==> src/rtl/hyperbus_arb_pkg.sv <==
// hyperbus_arb_pkg: shared state encoding, request record and default configuration for the HyperBus transaction arbiter
package hyperbus_arb_pkg;
  localparam int DefNumReq = 2;
  localparam int DefAddrWidth = 32;
  localparam int DefBurstLength = 8;
  localparam int DefTimeoutCycles = 1024;
  typedef enum logic [1:0] {
    Idle = 2'd0,
    Issue = 2'd1,
    Busy = 2'd2
  } arb_state_t;
  typedef struct packed {
    logic [DefAddrWidth-1:0] addr;
    logic [DefBurstLength-1:0] len;
    logic [2:0] size;
    logic write;
  } trans_req_t;
endpackage

==> src/rtl/hyperbus_rr_picker.sv <==
// hyperbus_rr_picker: combinational round-robin first-one search over req starting at ptr, wrapping modulo NumReq
module hyperbus_rr_picker #(
  parameter int NumReq = 2,
  parameter int IdWidth = $clog2(NumReq)
) (
  input  logic [NumReq-1:0]  req,
  input  logic [IdWidth-1:0] ptr,
  output logic [IdWidth-1:0] gnt_idx,
  output logic               any_valid
);
  always_comb begin
    gnt_idx = '0;
    any_valid = |req;
    for (int i = NumReq - 1; i >= 0; i--) begin
      if (req[(int'(ptr) + i) % NumReq]) gnt_idx = IdWidth'((int'(ptr) + i) % NumReq);
    end
  end
endmodule

==> src/rtl/hyperbus_trans_arbiter.sv <==
// hyperbus_trans_arbiter: round-robin single-transaction arbiter for the HyperBus PHY channel with beat accounting (watchdog via HYPERBUS_ARB_TIMEOUT_EN)
module hyperbus_trans_arbiter
  import hyperbus_arb_pkg::*;
#(
  parameter int NumReq = DefNumReq,
  parameter int AddrWidth = DefAddrWidth,
  parameter int BurstLength = DefBurstLength,
  parameter int TimeoutCycles = DefTimeoutCycles,
  parameter int IdWidth = $clog2(NumReq)
) (
  input  logic                          clk_i,
  input  logic                          rst_i,
  input  logic [NumReq-1:0]             req_valid_i,
  output logic [NumReq-1:0]             req_ready_o,
  input  logic [NumReq*AddrWidth-1:0]   req_addr_i,
  input  logic [NumReq*BurstLength-1:0] req_len_i,
  input  logic [NumReq*3-1:0]           req_size_i,
  input  logic [NumReq-1:0]             req_write_i,
  output logic                          trans_valid_o,
  input  logic                          trans_ready_i,
  output logic [AddrWidth-1:0]          trans_addr_o,
  output logic [BurstLength-1:0]        trans_len_o,
  output logic [2:0]                    trans_size_o,
  output logic                          trans_write_o,
  output logic [IdWidth-1:0]            trans_id_o,
  output logic                          busy_o,
  input  logic                          beat_i,
  input  logic                          done_i,
  output logic                          error_o
);
  localparam int CntW = BurstLength + 1;
  arb_state_t state, state_n;
  logic [IdWidth-1:0] gnt, ptr;
  logic any, err_n, tmo, accept;
  logic [CntW-1:0] cnt, cnt_n, exp_q;
  hyperbus_rr_picker #(.NumReq(NumReq), .IdWidth(IdWidth)) u_picker (
    .req(req_valid_i),
    .ptr(ptr),
    .gnt_idx(gnt),
    .any_valid(any)
  );
  assign accept = state == Idle && any;
  assign req_ready_o = accept ? NumReq'(1) << gnt : '0;
  assign trans_valid_o = state == Issue;
  assign busy_o = state != Idle;
  always_comb begin
    cnt_n = cnt;
    err_n = error_o;
    state_n = state;
    if (state == Busy && beat_i) begin
      err_n = err_n | (cnt == exp_q);
      cnt_n = cnt == exp_q ? cnt : cnt + 1'b1;
    end
    if (state != Busy && (beat_i || done_i)) err_n = 1'b1;
    if (accept) state_n = Issue;
    if (state == Issue && trans_ready_i) state_n = Busy;
    if (state == Busy && done_i) begin
      state_n = Idle;
      err_n = err_n | (cnt_n != exp_q);
    end
    if (tmo) begin
      state_n = Idle;
      err_n = 1'b1;
    end
  end
  always_ff @(posedge clk_i or posedge rst_i) begin
    if (rst_i) begin
      state <= Idle;
      ptr <= '0;
      cnt <= '0;
      exp_q <= '0;
      error_o <= 1'b0;
      trans_addr_o <= '0;
      trans_len_o <= '0;
      trans_size_o <= '0;
      trans_write_o <= 1'b0;
      trans_id_o <= '0;
    end else begin
      state <= state_n;
      error_o <= err_n;
      cnt <= state == Issue ? '0 : cnt_n;
      if (accept) begin
        trans_addr_o <= req_addr_i[gnt*AddrWidth +: AddrWidth];
        trans_len_o <= req_len_i[gnt*BurstLength +: BurstLength];
        trans_size_o <= req_size_i[gnt*3 +: 3];
        trans_write_o <= req_write_i[gnt];
        trans_id_o <= gnt;
      end
      if (state == Issue && trans_ready_i) exp_q <= CntW'(trans_len_o) + 1'b1;
      if (state != Idle && state_n == Idle) ptr <= trans_id_o == IdWidth'(NumReq - 1) ? '0 : trans_id_o + 1'b1;
    end
  end
`ifdef HYPERBUS_ARB_TIMEOUT_EN
  localparam int TmoW = $clog2(TimeoutCycles + 1);
  logic [TmoW-1:0] tmo_cnt;
  assign tmo = state != Idle && !beat_i && tmo_cnt == TmoW'(TimeoutCycles - 1);
  always_ff @(posedge clk_i or posedge rst_i) begin
    if (rst_i) tmo_cnt <= '0;
    else tmo_cnt <= (state == Idle || state_n != state || beat_i) ? '0 : tmo_cnt + 1'b1;
  end
`else
  assign tmo = TimeoutCycles < 0;
`endif
endmodule

==> config.mk <==
export PLATFORM = sky130hd
export DESIGN_NAME = hyperbus_trans_arbiter
export DESIGN_NICKNAME = d
export VERILOG_FILES = /design/src/rtl/hyperbus_arb_pkg.sv /design/src/rtl/hyperbus_rr_picker.sv /design/src/rtl/hyperbus_trans_arbiter.sv
export SDC_FILE = /design/constraint.sdc
export NUM_CORES = 1
export LEC_CHECK = 0
export CAP_MARGIN = 10
export CORE_UTILIZATION = 42
export CTS_CLUSTER_SIZE = 16
export DETAILED_ROUTE_END_ITERATION = 10
export PLACE_DENSITY = 0.84
export SLEW_MARGIN = 5
export SYNTH_ARGS = -nofsm -noshare
export SYNTH_HDL_FRONTEND = slang
export SYNTH_SLANG_ARGS = --single-unit
==> constraint.sdc <==
create_clock -name clk_i -period 2.3 [get_ports clk_i]
set_input_delay 0.23 -clock clk_i [delete_from_list [all_inputs] [get_ports clk_i]]
set_output_delay 0.23 -clock clk_i [all_outputs]
set_load 0.05 [all_outputs]
==> flow_summary_export.csv, run 1 <==
group,metric,value,unit
outcome,status,"finished clean",
placed_design,port_buffers,144,
setup_path,rr_worst_depth,6,
routing,drtIter0Drc,324,
placed_design,gp_congestion,0.887,
cts,cts_made_buffers,9,
sta,tns,0,ns
synth,synth.top_cells.by_count,"67 x dfrtp_1, 49 x inv_1, 44 x a222oi_1, 19 x xnor2_1, 17 x nor2_1",
routing,wire_per_inst,17.4,um
setup_path,startpoint_type,"flip-flop",
setup_path,path_max_fanout,6,
global_route,grtUsageTotal,24.2,%
power,p_per_area,1390,nW/um^2
setup_path,cp.arrival,2.34,ns
sta,post-route-min-period,2.16,ns
cts,path_clk_slew,0.07,ns
global_route,grt_pass1_wl,14500,um
routing,wirelength,9610,um
sta,relSlewSlack,25.7,%
global_route,grt-ovfl-total,0,
synth,synth_top_area_cell,"dfrtp_1",
synth,synth.avg_cell_area,10.6,sq um
setup_path,regToRegEndpoint,"error_o",
power,ir_drop,0.783,mV
layout,stdcell_count,553,
floorplan,coreArea,7330,sq um
cts,cts_root_buffer,"clkbuf_8",
routing,drc,0,
routing,via_count,3050,
power,leakagePower,2.27,nW
power,finalPower,6.95,mW
cts,cts_sinks,67,
synth,ys_seq_area_share,52.2,%
floorplan,die_width,89.5,um
routing,drt_pass1_iterations,9,
sta,setup_viol,0,
setup_path,r2r_slack,0.14,ns
synth,ys_warn_count,0,
sta,max_freq,463,MHz
setup_path,worstPathRequired,2.48,ns
sta,drv_slew,0,
synth,ys_types,43,
synth,yosys.cell_count.top_type,"dfrtp_1",
sta,tightest_slew,1.11,ns
setup_path,endpoint_kind,"flip-flop",
cts,cts_tree,"built",
layout,syn_to_final_growth,55.7,%
setup_path,startpoint,"exp_q[1]",
sta,final-hold-violation-count,0,
synth,synthFlopType,"dfrtp_1",
sta,fin_skew,0.00907,ns
synth,ys_ff_latch,67,
layout,drive_above_1_share,8.59,%
layout,antenna_cells,0,
global_route,grt_pass1_vias,3020,
routing,postRouteAntennaNets,0,
setup_path,setup.worst_path.end,"error_o",
floorplan,initial_core_util,43.8,%
cts,clock_path_buffers,2,
cts,clkLatencyLatePin,0.33,ns
synth,synth_edf_count,0,
global_route,antenna_found_initial,0,
layout,layout.nets,549,
synth,syn_inst,303,
routing,viasPerCell,5.52,
run,max_cap_violations,0,
cts,htreeDepth,3,
sta,fin_crit_sh,93.9,%
floorplan,num_rows,31,
floorplan,die_area,8010,sq um
synth,synth.area.top_cells,"dfrtp_1 52%, a222oi_1 14%, inv_1 5.7%, xnor2_1 5.2%, xor2_1 2.2%",
global_route,grt_max_degree,32,
hold_path,hold_class,"in -> async",
setup_path,crit_type,"reg -> reg",
synth,syn-num-nets,400,
placed_design,post-dp-hpwl,6860,um
synth,synth_area,3210,sq um
sta,rsz0062_at_grt,"no",
synth,synth_top_cell_area_share,52.2,%
placed_design,dp.cells,539,
setup_path,reg2reg_from,"exp_q[1]",
floorplan,ioPinCount,145,
synth,ys_async_sr_fraction,100,%
floorplan,die_height,89.5,um
==> layout by cell type (no fill, tap or decap), types with 10 or more instances in the layout <==
| master | count |
|---|---|
| a222oi_1 | 44 |
| buf_4 | 11 |
| clkbuf_8 | 10 |
| clkdlybuf4s50_1 | 141 |
| dfrtp_1 | 67 |
| inv_1 | 48 |
| nand2_1 | 16 |
| nor2_1 | 16 |
| o21ai_0 | 10 |
| xnor2_1 | 19 |
==> worst min path at each step <==
stage / depth (start not counted) / to
floorplan: 1 / state[1]
global placement: 2 / trans_size_o[0]
detailed placement: 2 / trans_addr_o[31]
CTS: 2 / state[1]
global route: 2 / state[1]
finish: 2 / state[1]
==> critical path, stage by stage (launching register included) <==
cell      delay (ns)
dfrtp_1         0.42
xnor2_1         0.33
o2111a_1        0.43
and3_1          0.22
o21ai_0         0.12
o41ai_2         0.33
o221ai_1        0.17
==> area by class of cell <==
cell class,count,area (sq um)
clock inverter,3,17.5
fill,539,2330
timing repair buffer,155,1550
multi-input combinational,169,1310
inverter,50,188
clock buffer,10,138
tap,99,124
sequential,67,1680
==> flip-flops by register name, indices dropped and copies added (netlist names) <==
signal	count
ptr	1
trans_addr_o	32
trans_id_o	1
error_o	1
trans_len_o	8
exp_q	9
cnt	9
trans_write_o	1
state	2
trans_size_o	3
==> metrics by stage <==
stage	hold WS, ns	util [%]	area (sq um)	worst slack [ns]
2_1_floorplan	0.326	-	3210	0.173
6_report	0.231	68.3	5000	0.139
3_3_place_gp	0.474	66.1	4840	0.138
3_5_place_dp	0.475	66.1	4840	0.0929
5_1_grt	0.289	68.3	5000	0.0230
4_1_cts	0.242	68.3	5000	0.166
==> power by group <==
group | switching, mW | leakage [nW] | internal, mW | total, mW
Sequential | 0.386 | 0.840 | 1.66 | 2.05
Clock | 0.417 | 0.0799 | 0.399 | 0.816
Combinational | 2.55 | 1.35 | 1.54 | 4.08
Total | 3.35 | 2.27 | 3.60 | 6.95
==> cells by family after synthesis <==
kind of cell	Yosys count	synth area share, %
fa+ha+maj	2	0.778
xor+xnor	27	7.36
compound gates	80	22.2
mux	2	0.662
flops	67	52.2
buf+inv	68	8.21
simple gates	57	8.60
==> routing by layer <==
layer	wire length, um	up-vias	track usage, %	share of wire (%)
li1	-	1408	-	-
met1	3880	1496	30.7	40
met2	5070	128	41.3	53
met3	456	18	3.79	4.7
met4	204	0	10.4	2.1
met5	0	-	0	0
==> what timing repair did <==
| action | CTS | global route |
|---|---|---|
| setup buffers | 0 | 0 |
| gates cloned | 1 | 0 |
| gates resized for setup | 0 | 1 |
| setup endpoints to repair | 1 | 1 |
| hold buffers | 0 | 0 |
| pin swaps | 1 | 0 |
Power figures use the tool's default switching activity.
==> inputs of run 2 (changes only) <==
==> constraint.sdc (replaced) <==
create_clock -name clk_i -period 2.2 [get_ports clk_i]
set_input_delay 0.22 -clock clk_i [delete_from_list [all_inputs] [get_ports clk_i]]
set_output_delay 0.22 -clock clk_i [all_outputs]
set_load 0.05 [all_outputs]
==> run 2 against run 1 <==
Power is 10% higher. Global-route usage unchanged. Non-clock buffer count grew 4. Clock skew is 0.0025 ns lower. Largest power group unchanged. Routed wire length shrank 3.4%. Flip-flop and latch count unchanged.
==> flow_summary_export.csv, run 2 (synthesis gave the netlist of run 1 again) <==
group,metric,value,unit
hold_path,hold_class,"in -> async",
cts,cts_tree,"built",
global_route,grt_pass1_vias,3124,
global_route,grt_pass1_wl,14600,um
sta,fin_crit_sh,94.5,%
power,ir_drop,0.948,mV
sta,relSlewSlack,30.3,%
global_route,grtUsageTotal,24.2,%
floorplan,die_area,8010,sq um
cts,cts_sinks,67,
placed_design,port_buffers,144,
setup_path,endpoint_kind,"flip-flop",
routing,drt_pass1_iterations,6,
setup_path,path_max_fanout,6,
layout,drive_above_1_share,9.78,%
cts,clock_path_buffers,2,
setup_path,cp.arrival,2.27,ns
routing,wire_per_inst,16.6,um
layout,layout_commonest_cell,"clkdlybuf4s50_1",
floorplan,die_width,89.5,um
placed_design,dp_worst_setup_slack,0.0840,ns
layout,syn_to_final_growth,59.6,%
power,p_per_area,1490,nW/um^2
sta,final-hold-violation-count,0,
sta,tns,0,ns
floorplan,coreArea,7330,sq um
routing,wirelength,9290,um
placed_design,post-dp-hpwl,6530,um
global_route,antenna_found_initial,0,
cts,post_cts_buffers,0,
floorplan,die_height,89.5,um
floorplan,num_rows,31,
routing,drtIter0Drc,240,
floorplan,ioPinCount,145,
global_route,grt_max_degree,68,
sta,post-route-min-period,2.08,ns
sta,max_freq,481,MHz
cts,path_clk_slew,0.07,ns
routing,via_count,3036,
cts,cts_made_buffers,9,
sta,fin_skew,0.00653,ns
cts,cts_root_buffer,"clkbuf_8",
layout,largest_reg_flops,32,
routing,viasPerCell,5.43,
sta,worst_slack,0.120,ns
sta,rsz0062_at_grt,"no",
setup_path,worstPathRequired,2.39,ns
global_route,grt-ovfl-total,0,
layout,reg_top3,"trans_addr_o x32, cnt x9, exp_q x9",
cts,htreeDepth,3,
run,max_cap_violations,0,
layout,nFillCells,537,
layout,final_cell_mix,"141 x clkdlybuf4s50_1, 67 x dfrtp_1, 48 x inv_1",
floorplan,initial_core_util,43.8,%
sta,tightest_slew,1.04,ns
cts,hold_buffers,0,
placed_design,gp_congestion,0.855,
routing,drc,0,
sta,drv_slew,0,
setup_path,startpoint_type,"flip-flop",
setup_path,r2r_slack,0.12,ns
outcome,status,"finished clean",
cts,clkLatencyLatePin,0.34,ns
routing,postRouteAntennaNets,0,
setup_path,crit_type,"reg -> reg",
layout,layout.nets,553,
layout,final_util,70.0,%
sta,setup_viol,0,
layout,regMostFlops,"trans_addr_o",
power,finalPower,7.67,mW
layout,antenna_cells,0,
power,leakagePower,2.32,nW
==> run 2: cell types whose count changed in the layout (fill, tap and decap cells not counted) <==
cell       delta
buf_12        +1
clkbuf_8      -1
bufinv_16     +3
clkinv_2      -2
clkinv_4      +2
buf_4         +3
==> run 2: what timing repair did <==
item / in CTS / in global routing
resized for setup: 0 / 1
pin swaps: 1 / 1
gates cloned: 1 / 0
setup endpoints to repair: 1 / 1
==> run 2: through the flow <==
stage          cell area (sq um)  hold slack (ns)  instances
2_1_floorplan               3210            0.316        303
3_3_place_gp                4880            0.474        543
3_5_place_dp                4880            0.474        543
4_1_cts                     5130            0.288        559
5_1_grt                     5130            0.339        559
6_report                    5130            0.271        559
==> run 2: worst paths after layout <==
path	from	endpoint	cells past startpoint
max reg2reg	cnt[6]	error_o	6
min	rst_i	trans_addr_o[5]	3
min in group clk_i	req_addr_i[42]	trans_addr_o[10]	3
max in group asynchronous	rst_i	trans_addr_o[26]	3
max	cnt[6]	error_o	6
min reg2reg	trans_addr_o[2]	trans_addr_o[2]	2
==> run 2: power by group <==
group	total [mW]	internal [mW]	switching [mW]
Combinational	4.32	1.65	2.68
Sequential	2.12	1.74	0.384
Clock	1.22	0.750	0.470
==> run 2: critical path, cell delays in order (launching register included) <==
cell and delay, ns:
dfrtp_1 0.45, xnor2_1 0.27, o2111a_1 0.41, and3_1 0.23, o21ai_0 0.12, o41ai_2 0.32, o221ai_1 0.16
==> run 2: cell type report <==
type	count	area [sq um]	share of cell area [%]
clock buffer	9	124	2.41
clock inverter	6	115	2.24
inverter	50	188	3.66
multi-input combinational	169	1310	25.5
sequential	67	1680	32.7
tap	99	124	2.41
timing repair buffer	159	1600	31.1
==> run 2: layer usage <==
layer,part of all wire (%),wire (um),up-vias,track usage [%]
li1,-,-,1421,-
met1,41,3820,1485,30.5
met2,53,4880,111,41.2
met3,4.2,386,19,4.16
met4,2.2,204,0,10.4
met5,0,0,-,0
==> inputs of run 3 (changes only) <==
--- a/config.mk
+++ b/config.mk
@@ -9,7 +9,7 @@
 export CORE_UTILIZATION = 42
 export CTS_CLUSTER_SIZE = 16
 export DETAILED_ROUTE_END_ITERATION = 10
-export PLACE_DENSITY = 0.84
+export PLACE_DENSITY = 0.81
 export SLEW_MARGIN = 5
 export SYNTH_ARGS = -nofsm -noshare
 export SYNTH_HDL_FRONTEND = slang
==> run 3 against run 2 <==
Design area fell by 0.49%. Cell count fell by 0.36%. Worst setup slack barely moved. Clock skew rose by 0.0036 ns. Sequential power barely moved. Largest power group unchanged. Highest routed layer unchanged.
==> flow_summary_export.csv, run 3 (synthesis gave the netlist of run 1 again) <==
group,metric,value,unit
outcome,status,"finished clean",
sta,fin_skew,0.0101,ns
layout,reg_top3,"trans_addr_o x32, cnt x9, exp_q x9",
routing,wirelength,9290,um
cts,htreeDepth,3,
cts,path_clk_slew,0.07,ns
floorplan,die_area,8010,sq um
cts,cts_root_buffer,"clkbuf_8",
routing,highest_layer,"met4",
routing,drtIter0Drc,249,
sta,rsz0062_at_grt,"no",
run,max_cap_violations,0,
sta,max_freq,481,MHz
global_route,grtUsageTotal,24.4,%
placed_design,gp_congestion,0.890,
floorplan,die_height,89.5,um
floorplan,die_width,89.5,um
setup_path,cp.arrival,1.86,ns
power,finalPower,7.53,mW
floorplan,initial_core_util,43.8,%
power,ir_drop,0.717,mV
power,p_per_area,1480,nW/um^2
layout,syn_to_final_growth,58.9,%
placed_design,place_area,4870,sq um
setup_path,max_stage_delay,0.46,ns
layout,nFillCells,542,
routing,wire_per_inst,16.7,um
layout,largest_reg_flops,32,
layout,regMostFlops,"trans_addr_o",
layout,final_util,69.7,%
routing,routed-wl-met2,4830,um
setup_path,critical-path-top-delay-family,"buffers and inverters",
placed_design,dp.cells,540,
sta,tightest_slew,1.07,ns
cts,hold_buffers,0,
global_route,antenna_found_initial,0,
placed_design,dp_worst_setup_slack,0.0410,ns
global_route,grt_pass1_wl,14600,um
sta,post-route-min-period,2.08,ns
routing,met3WireLength,655,um
placed_design,port_buffers,144,
setup_path,r2r_slack,0.16,ns
routing,drc,0,
routing,routedLengthMet1,3590,um
layout,fin_area,5110,sq um
cts,cts_made_buffers,9,
floorplan,coreArea,7330,sq um
setup_path,startpoint_type,"flip-flop",
sta,tns,0,ns
cts,cts_tree,"built",
hold_path,hold_class,"in -> async",
sta,drv_slew,0,
setup_path,crit_type,"reg -> out",
layout,final_cell_mix,"140 x clkdlybuf4s50_1, 67 x dfrtp_1, 48 x inv_1",
layout,antenna_cells,0,
global_route,grt_pass1_vias,3034,
cts,cts_sinks,67,
floorplan,num_rows,31,
routing,viasPerCell,5.48,
cts,clock_path_buffers,2,
sta,worst_slack,0.120,ns
sta,relSlewSlack,28.5,%
setup_path,path_buf_inv,4,
sta,holdWs,0.260,ns
setup_path,worstPathRequired,1.98,ns
layout,drive_above_1_share,10.3,%
layout,stdcell_count,557,
routing,postRouteAntennaNets,0,
setup_path,endpoint_kind,"output port",
setup_path,crit_top_cell,"buf_12",
layout,layout.nets,550,
layout,layout_commonest_cell,"clkdlybuf4s50_1",
sta,final-hold-violation-count,0,
floorplan,ioPinCount,145,
setup_path,crit_chain,"nor2_2 > inv_2 > buf_4 > a211oi_4 > buf_12 > buf_12",
routing,via_count,3051,
global_route,grt-ovfl-total,0,
global_route,grt_max_degree,68,
placed_design,post-dp-hpwl,6660,um
cts,clkLatencyLatePin,0.33,ns
layout,regArea,1680,sq um
setup_path,critPathSlowestCell,"dfrtp_1",
routing,drt_pass1_iterations,8,
sta,fin_crit_sh,94.6,%
layout,multi_input_area,1320,sq um
setup_path,path_max_fanout,33,
power,leakagePower,2.30,nW
sta,setup_viol,0,
run 3: layout make-up:
class / count / share of cell area [%]
flip-flops and latches: 67 / 32.8
repair buffers: 156 / 31.0
multi-input cells: 169 / 25.9
inverters: 50 / 3.68
clock buffers: 11 / 2.96
well taps: 99 / 2.43
clock inverters: 5 / 1.20
run 3: where the power goes:
group / switching (mW) / total (mW) / internal [mW]
logic: 2.68 / 4.33 / 1.65
clock network: 0.474 / 1.06 / 0.587
registers: 0.406 / 2.14 / 1.74
total: 3.56 / 7.53 / 3.98
run 3: worst paths after layout:
check	from	to	cells after the start
max	state[1]	req_ready_o[0]	6
min	rst_i	trans_addr_o[4]	3
max reg2reg	cnt[5]	error_o	6
min reg2reg	trans_id_o	ptr	1
max in group asynchronous	rst_i	cnt[5]	3
min in group clk_i	req_addr_i[45]	trans_addr_o[13]	3
run 3: timing repair:
item                                    CTS  global route
cloned                                    1             0
endpoints found under the setup margin    1             2
pin swaps                                 1             0
resized for setup                         1             5
buffers inserted                          0             0
run 3: metal layers:
| layer | global-route usage [%] | up-vias |
|---|---|---|
| li1 | - | 1413 |
| met1 | 30.1 | 1489 |
| met2 | 40.6 | 130 |
| met3 | 6.28 | 19 |
| met4 | 10.5 | 0 |
| met5 | 0 | - |
run 3: tightest hold or removal path, cell delays in order:
cell	delay, ns
clkdlybuf4s50_1	0.41
inv_2	0.07
buf_12	0.29
